## config.mk

```make
export PLATFORM = sky130hd
export DESIGN_NAME = pipeline_stall_ctrl
export DESIGN_NICKNAME = d
export VERILOG_FILES = /design/src/rtl/pipeline_stall_ctrl.sv
export SDC_FILE = /design/constraint.sdc
export NUM_CORES = 1
export LEC_CHECK = 0
export ABC_CLOCK_PERIOD_IN_PS = 2200
export CAP_MARGIN = 15
export CORE_MARGIN = 8
export CORE_UTILIZATION = 47
export CTS_CLUSTER_DIAMETER = 80
export DETAILED_ROUTE_END_ITERATION = 12
export HOLD_SLACK_MARGIN = 0.05
export PLACE_DENSITY = 0.84
export SYNTH_ARGS = -nofsm -noshare
export SYNTH_HDL_FRONTEND = slang
export SYNTH_SLANG_ARGS = --single-unit
export TNS_END_PERCENT = 50
```

## constraint.sdc

```tcl
create_clock -name clk -period 2.2 [get_ports clk]
set_clock_uncertainty 0.1 [all_clocks]
set_input_delay 0.44 -clock clk [delete_from_list [all_inputs] [get_ports clk]]
set_output_delay 0.44 -clock clk [all_outputs]
set_load 0.005 [all_outputs]
```

## src/rtl/pipeline_stall_ctrl.sv

```systemverilog
// ============================================================================
// Module  : pipeline_stall_ctrl
// Brief   : Per-stage enable/flush control from mem-busy, branch-flush and
//           load-use requests, with memory-wait watchdog and perf counters.
// Revision: 1.0
// ============================================================================
`default_nettype none

module pipeline_stall_ctrl #(
    parameter int CNT_W   = 32,
    parameter int TIMEOUT = 16
) (
    input  logic             clk,
    input  logic             rst_n,
    input  logic             load_use_stall,
    input  logic             branch_flush,
    input  logic             mem_busy,
    input  logic             clr_counters,
    output logic             pc_en,
    output logic             if_id_en,
    output logic             if_id_flush,
    output logic             id_ex_en,
    output logic             id_ex_flush,
    output logic             ex_mem_en,
    output logic             mem_wb_en,
    output logic             mem_timeout,
    output logic [CNT_W-1:0] stall_cycles,
    output logic [CNT_W-1:0] bubble_count,
    output logic [CNT_W-1:0] flush_count
);

    localparam int             WAIT_W    = $clog2(TIMEOUT + 1);
    localparam logic [WAIT_W-1:0] C_TIMEOUT = WAIT_W'(TIMEOUT);

    typedef enum logic [0:0] {
        S_RUN      = 1'b0,
        S_MEM_WAIT = 1'b1
    } state_t;

    state_t              state_q, state_d;
    logic                pend_q, pend_d;
    logic [WAIT_W-1:0]   wait_q, wait_d;
    logic                tmo_q, tmo_d;
    logic [CNT_W-1:0]    stall_q, bubble_q, flush_q;

    logic w_pc_en, w_if_id_en, w_if_id_flush, w_id_ex_en, w_id_ex_flush;
    logic w_ex_mem_en, w_mem_wb_en;
    logic w_inc_stall, w_inc_bubble, w_inc_flush;
    logic w_flush;

    // pend_q is only ever set while in MEM_WAIT, so it is harmless in RUN
    assign w_flush = branch_flush | pend_q;

    always_comb begin
        w_pc_en       = 1'b1;
        w_if_id_en    = 1'b1;
        w_if_id_flush = 1'b0;
        w_id_ex_en    = 1'b1;
        w_id_ex_flush = 1'b0;
        w_ex_mem_en   = 1'b1;
        w_mem_wb_en   = 1'b1;
        w_inc_stall   = 1'b0;
        w_inc_bubble  = 1'b0;
        w_inc_flush   = 1'b0;
        state_d       = state_q;
        pend_d        = pend_q;
        wait_d        = wait_q;
        tmo_d         = tmo_q;

        if (mem_busy) begin
            w_pc_en     = 1'b0;
            w_if_id_en  = 1'b0;
            w_id_ex_en  = 1'b0;
            w_ex_mem_en = 1'b0;
            w_mem_wb_en = 1'b0;
            w_inc_stall = 1'b1;
            if (state_q == S_RUN) begin
                state_d = S_MEM_WAIT;
                pend_d  = branch_flush;
                wait_d  = WAIT_W'(1);
            end else begin
                pend_d = pend_q | branch_flush;
                if (wait_q < C_TIMEOUT) begin
                    wait_d = wait_q + WAIT_W'(1);
                end
                if (wait_d == C_TIMEOUT) begin
                    tmo_d = 1'b1;
                end
            end
        end else begin
            state_d = S_RUN;
            pend_d  = 1'b0;
            wait_d  = '0;
            if (w_flush) begin
                w_if_id_flush = 1'b1;
                w_id_ex_flush = 1'b1;
                w_inc_flush   = 1'b1;
            end else if (load_use_stall) begin
                w_pc_en       = 1'b0;
                w_if_id_en    = 1'b0;
                w_id_ex_flush = 1'b1;
                w_inc_bubble  = 1'b1;
            end
        end
    end

    always_ff @(posedge clk or negedge rst_n) begin
        if (!rst_n) begin
            state_q <= S_RUN;
            pend_q  <= 1'b0;
            wait_q  <= '0;
            tmo_q   <= 1'b0;
        end else begin
            state_q <= state_d;
            pend_q  <= pend_d;
            wait_q  <= wait_d;
            tmo_q   <= tmo_d;
        end
    end

    // Counters saturate; clear wins over any same-cycle increment
    always_ff @(posedge clk or negedge rst_n) begin
        if (!rst_n) begin
            stall_q  <= '0;
            bubble_q <= '0;
            flush_q  <= '0;
        end else if (clr_counters) begin
            stall_q  <= '0;
            bubble_q <= '0;
            flush_q  <= '0;
        end else begin
            if (w_inc_stall && (stall_q != '1)) begin
                stall_q <= stall_q + CNT_W'(1);
            end
            if (w_inc_bubble && (bubble_q != '1)) begin
                bubble_q <= bubble_q + CNT_W'(1);
            end
            if (w_inc_flush && (flush_q != '1)) begin
                flush_q <= flush_q + CNT_W'(1);
            end
        end
    end

    // Hold the whole pipeline frozen and flushed while reset is asserted
    assign pc_en        = rst_n & w_pc_en;
    assign if_id_en     = rst_n & w_if_id_en;
    assign id_ex_en     = rst_n & w_id_ex_en;
    assign ex_mem_en    = rst_n & w_ex_mem_en;
    assign mem_wb_en    = rst_n & w_mem_wb_en;
    assign if_id_flush  = ~rst_n | w_if_id_flush;
    assign id_ex_flush  = ~rst_n | w_id_ex_flush;
    assign mem_timeout  = tmo_q;
    assign stall_cycles = stall_q;
    assign bubble_count = bubble_q;
    assign flush_count  = flush_q;

endmodule

`default_nettype wire

```

==> results of run 1 <==
## through the flow
stage	setup TNS, ps	util [%]	hold slack (ps)
floorplan	-157	-	44.4
global placement	-30320	64.1	360
detailed placement	-34490	64.1	359
CTS	-890	68.5	260
global route	-2190	71.1	267
finish	-315	71.1	258
## critical path, stage by stage, from the launching register on
cell and delay, ps:
dfrtp_1 390, or4b_4 550, nor4_4 260, o311ai_4 220, buf_4 200, o31ai_1 380, a21oi_2 90
## flip-flops by register name (all words and copies together), names as in the netlist
name          count
bubble_count     32
flush_count      32
stall_cycles     32
wait_q            5
mem_timeout       1
pend_q            1
state_q           1
## cell type report
class	count	share of cell area (%)
Tap cell	147	2.16
Clock buffer	14	3.34
Sequential cell	104	30.7
Timing Repair Buffer	237	24.5
Clock inverter	2	0.412
Multi-Input combinational cell	478	38.5
Inverter	9	0.397
## power breakdown
part	switching, mW	internal [mW]	leakage [nW]
registers	0.0109	1.92	1.44
logic	0.157	0.109	1.75
clock network	0.724	1.01	0.159
total	0.892	3.04	3.34
## worst min path at each step
stage                     slack [ps]              end         start  cells after the start
after detailed placement         360        wait_q[0]       state_q                      1
after CTS                        260  stall_cycles[4]  clr_counters                      2
after floorplan                   40  bubble_count[0]         rst_n                      0
after global routing             270  stall_cycles[0]  clr_counters                      2
after global placement           360      mem_timeout   mem_timeout                      1
final                            260  stall_cycles[4]  clr_counters                      2
## Yosys cell counts (all sizes together) (2+ instances only)
master	instances
ha	4
and4	16
a21oi	58
nand2b	7
a211oi	6
nand2	35
nor4	10
nor3	10
clkbuf	25
o2111ai	2
or2	3
o211ai	5
a31o	7
nor2	57
nand4	33
and3	7
xor2	11
a21o	2
mux2	6
inv	9
buf	9
mux2i	2
nor2b	8
nor4b	4
o31ai	9
or3	45
a2111oi	4
xnor2	23
or4	12
o21ai	45
a31oi	3
and2	2
nand3	30
dfrtp	104
## cells in the final DEF (no fill, tap or decap), types with 6 or more instances in the layout
master / Yosys / final
a211oi_1: 6 / 6
nand2b_1: 7 / 7
xnor2_1: 23 / 23
inv_1: 9 / 9
o31ai_1: 9 / 8
xor2_1: 11 / 10
clkbuf_16: 0 / 9
nor2_1: 57 / 57
nand4_1: 31 / 31
nor2b_1: 8 / 7
dfrtp_1: 104 / 100
clkdlybuf4s50_1: 0 / 100
nor3_1: 10 / 7
buf_4: 3 / 122
or3_1: 45 / 42
and3_1: 7 / 6
a21oi_2: 0 / 9
a21oi_1: 58 / 49
and4_1: 16 / 16
o21ai_0: 44 / 39
a31o_2: 7 / 7
or4_1: 12 / 7
nand2_1: 35 / 34
nand3_1: 30 / 28
## logic make-up (layout without fill, tap and decap cells)
group | after synthesis | in the layout | share of synthesized area [%]
simple gates | 282 | 282 | 28.2
compound gates | 148 | 150 | 15.5
flops | 104 | 104 | 45.6
buf+inv | 43 | 262 | 3.15
xor+xnor | 34 | 34 | 5.21
mux | 8 | 8 | 1.53
fa+ha+maj | 4 | 4 | 0.876
## what timing repair did
item | CTS | global route
pin swaps | 23 | 20
endpoints found under the setup margin | 62 | 63
hold endpoints to repair | 0 | 0
gates resized for setup | 34 | 52
buffers inserted | 12 | 10
cloned | 1 | 1
## routing by layer
metal | vias up | track usage [%]
met4 | 0 | 7.57
met2 | 272 | 37.4
met1 | 3036 | 27.0
met5 | - | 0
met3 | 54 | 5.36
li1 | 2760 | -
==> impl_metrics.yaml, run 1 <==
run_status:
  status: "finished with violations"
  failed_checks: "setup timing"
final_layout:
  fin_cells: 991
  n_fill_cell: 803
  area_growth_pct: 48.9
  final_cell_area_um2: 8500
  insertedDiodeCount: 0
  final_nets: 849
  drive_gt1_share_pct: 26.1
  multi_input_area_um2: 3270
  regArea_um2: 2610
critical_path:
  r2r_start: "pend_q"
  rr_endpoint: "bubble_count[27]"
  cp-start-kind: "flip-flop"
  r2r.worst_path.cells: 6
  end_kind: "flip-flop"
  criticalPathCategory: "flip-flop to flip-flop"
  rrSetupSlack_ps: -110
  critical_path.endpoint: "bubble_count[27]"
  critPathLaunch: "pend_q"
  crit_fanout: 6
  crit_required_ps: 2330
  cp.arrival_ps: 2450
sta:
  finalHoldViolCount: 0
  max_freq_mhz: 432
  setup_ws_ps: -113
  slew_violations: 0
  finalCritPeriodShare_pct: 105
  slew_headroom_pct: 54.0
  setup_violations: 10
  worst_pin_slew_ps: 691
  rsz0062_at_grt: "yes"
  min_period_ps: 2310
synthesis:
  ys_async_sr_fraction_pct: 100
  synthCells: 623
  synth.area.top_cells: "dfrtp_1 46%, a21oi_1 5.1%, or3_1 4.9%, o21ai_0 3.9%, nor2_1 3.7%"
  postSynthAreaPerCell_um2: 9.17
  ys_ff_latch: 104
  ys_types: 51
  ys_warn_count: 0
  synthesis.nets: 633
  synth_edf_count: 0
  synth_top_area_share_pct: 45.6
  synth.yosys.seq_area_share_pct: 45.6
  synthesis.area_um2: 5710
  synth_top_flop_cell: "dfrtp_1"
  yosysTopAreaCell: "dfrtp_1"
detailed_routing:
  vias: 6122
  ant_nets: 0
  met1_length_um: 7640
  drt_pre_antenna_iters: 5
  totalWireLength_um: 18900
  wl_per_cell_um: 19.1
  vias_per_cell: 6.18
  first_iter_violations: 778
  maxUsedRoutingLayer: "met4"
  drc: 0
  met3_length_um: 1320
  wl_met2_um: 9500
grt:
  grt_overflow_total: 0
  grt_util_all_layers_pct: 22.1
  grt_pass1_wl_um: 29000
  grt_pass1_vias: 5833
  antenna_found_initial: 0
  grt_max_degree: 69
placed_design:
  placed_area_um2: 7660
  dp_cells: 952
  dp_hpwl_um: 12300
  pre_cts_ws_ps: -784
  gp_congestion: 0.942
  port_buffers: 109
clock_network:
  cts.clk_slew.worst_paths_ps: 70
  cts_num_sinks: 104
  cts_root_buf: "clkbuf_16"
  h-tree-depth: 3
  clk_latency_ps: 360
  cts_tree: "done"
  cts_inserted_buffers: 9
  cts_hold_buffers: 0
  cts_max_path_buffers: 2
flow_run:
  drv_cap: 0
floorplan:
  ioPinCount: 110
  rows: 40
  die-area_um2: 15900
  core_area_um2: 12000
  initial_core_util_pct: 47.8
  die_w_um: 126
  die_h_um: 126
power:
  irDropWorstVdd_mv: 0.293
  total_power_mw: 3.93
  p_leak_nw: 3.34
  powerDensity_nw_per_um2: 462
min_path:
  hold_class: "primary input to flip-flop"
Note: power is estimated with default switching activity, not from simulation.
==> run 2: changes to the inputs <==
--- a/config.mk
+++ b/config.mk
@@ -10,6 +10,7 @@
 export CORE_MARGIN = 8
 export CORE_UTILIZATION = 47
 export CTS_CLUSTER_DIAMETER = 80
+export CTS_CLUSTER_SIZE = 20
 export DETAILED_ROUTE_END_ITERATION = 12
 export HOLD_SLACK_MARGIN = 0.05
 export PLACE_DENSITY = 0.84
==> results of run 2 <==
Final layout, timing and power as in run 1 (identical DEF).
==> patch (config.mk and constraints of run 1) <==
`CNT_W`: 32 -> 16.
--- a/src/rtl/pipeline_stall_ctrl.sv
+++ b/src/rtl/pipeline_stall_ctrl.sv
@@ -8,5 +8,5 @@
 
 module pipeline_stall_ctrl #(
-    parameter int CNT_W   = 32,
+    parameter int CNT_W   = 16,
     parameter int TIMEOUT = 16
 ) (
Interface: changed (resized bubble_count, flush_count and stall_cycles); port bits go from 110 to 62. No check against the original RTL was run, so the function may have changed too.
==> patch against run 1 <==
Die area fell by 44%. Largest power group unchanged. Total power fell by 52%. Routed wire length fell by 62%. Sequential cell count fell by 48. Area after synthesis fell by 49%. Worst setup slack improved by 0.16 ns. Sequential share of layout area rose by 5.6 points. Highest routed layer unchanged. Design area fell by 55%. Critical path depth fell by 1.
==> patch: results (changes against run 1) <==
IO buf count: 61 (was 109)
Synth cell count leaders: dfrtp_1 (56), nor2_1 (54), xor2_1 (26) (was dfrtp_1 (104), a21oi_1 (58), nor2_1 (57))
Drt initial violations: 76 (was 778)
Met3 Routed Length: 333 um (was 1320 um)
Syn_nets: 311 (was 633)
Pint: 1.46 mW (was 3.04 mW)
Pre-CTS WS: -0.347 ns (was -0.784 ns)
Clock-pin transition on the worst setup and hold timing paths: 0.09 ns (was 0.07 ns)
Mux cell area share after synthesis: 1.37% (was 1.53%)
Top post-synthesis cells by area: dfrtp_1 (48%), xor2_1 (7.8%), nor2_1 (6.9%) (was dfrtp_1 (46%), a21oi_1 (5.1%), or3_1 (4.9%))
Root buf cell: clkbuf_8 (was clkbuf_16)
Total clock buffers created by CTS: 5 (was 9)
Synth top area share: 47.9% (was 45.6%)
R2R setup slack: 0.15 ns (was -0.11 ns)
Vias: 2528 (was 6122)
Max incr delay on CP: 0.50 ns (was 0.55 ns)
Arrival time worst endpoint: 1.61 ns (was 2.45 ns)
Worst Setup EP: if_id_flush (was bubble_count[27]$_DFFE_PN0P_)
Status: finished clean (was finished, violations left)
Worst-Margin Slew: 0.718 ns (was 0.691 ns)
Placed cells: 445 (was 952)
Synth Area in Adders: 1.71% (was 0.876%)
Via count of the first global-routing pass: 2427 (was 5833)
GR Util met3: 3.49% (was 5.36%)
Leakage: 1.61 nW (was 3.34 nW)
Placed cell areas: 3720 um2 (was 7660 um2)
Drt pass-1 iters: 4 (was 5)
Unique cell type count in the Yosys netlist: 42 (was 51)
Fill cells: 520 (was 803)
Fmax achieved: 465 MHz (was 432 MHz)
Met2 usage: 27.6% (was 37.4%)
Met1 WL: 3100 um (was 7640 um)
Met1 Use GR: 19.5% (was 27.0%)
CP endpoint kind: output port (was flip-flop)
Maximum VDD drop: 0.483 mV (was 0.293 mV)
Complex-gate fraction of the synthesized area: 8.09% (was 15.5%)
Met2 wire length: 3690 um (was 9500 um)
H-tree Lvls: 2 (was 3)
Global-route wire length before repair: 11600 um (was 29000 um)
==> patch: cell count changes in the layout (fill, tap and decap cells not counted), moves of 11 or more <==
| cell | run 1 | this run |
|---|---|---|
| nand2_1 | 34 | 14 |
| dfrtp_1 | 100 | 56 |
| and4_1 | 16 | 5 |
| o21ai_0 | 39 | 9 |
| or3_1 | 42 | 3 |
| nand3_1 | 28 | 16 |
| xor2_1 | 10 | 26 |
| clkdlybuf4s50_1 | 100 | 55 |
| nand4_1 | 31 | 17 |
| a21oi_1 | 49 | 10 |
| buf_4 | 122 | 19 |
==> patch: metrics by stage <==
step | setup TNS (ns) | utilization [%] | power (mW)
CTS | -0.0983 | 64.7 | 1.91
global route | 0 | 64.9 | 1.96
floorplan | 0 | - | 1.14
detailed placement | -4.28 | 62.5 | 1.24
global placement | -2.97 | 62.5 | 1.23
finish | 0 | 64.9 | 1.88
==> patch: critical path, delay by kind of cell <==
kind	cells	cell delay [ns]
AOI/OAI and AO/OA	1	0.18
and+or+nand+nor	1	0.07
buffers and inverters	3	0.92
==> patch: repair_timing <==
item	in CTS	in global routing
pin swaps	1	0
setup endpoints to repair	7	3
resized for setup	8	4
setup buffers	2	0
==> patch: kinds of logic (layout without fill, tap and decap cells) <==
group	count (synthesis)	after routing
xor gates and xnor gates	41	41
and+or+nand+nor	146	146
muxes	4	4
buffers and inverters	13	92
DFF	56	56
AOI/OAI and AO/OA	37	37
adders and majority gates	4	4
==> patch: cell type report <==
type                    count  area (um2)  share of cell area [%]
clock buffers               6        72.6                    1.88
clock inverters             2        35.0                   0.906
inverters                   2        7.51                   0.194
multi-input cells         232        1480                    38.3
flip-flops and latches     56        1400                    36.2
well taps                  75        93.8                    2.43
repair buffers             82         777                    20.1
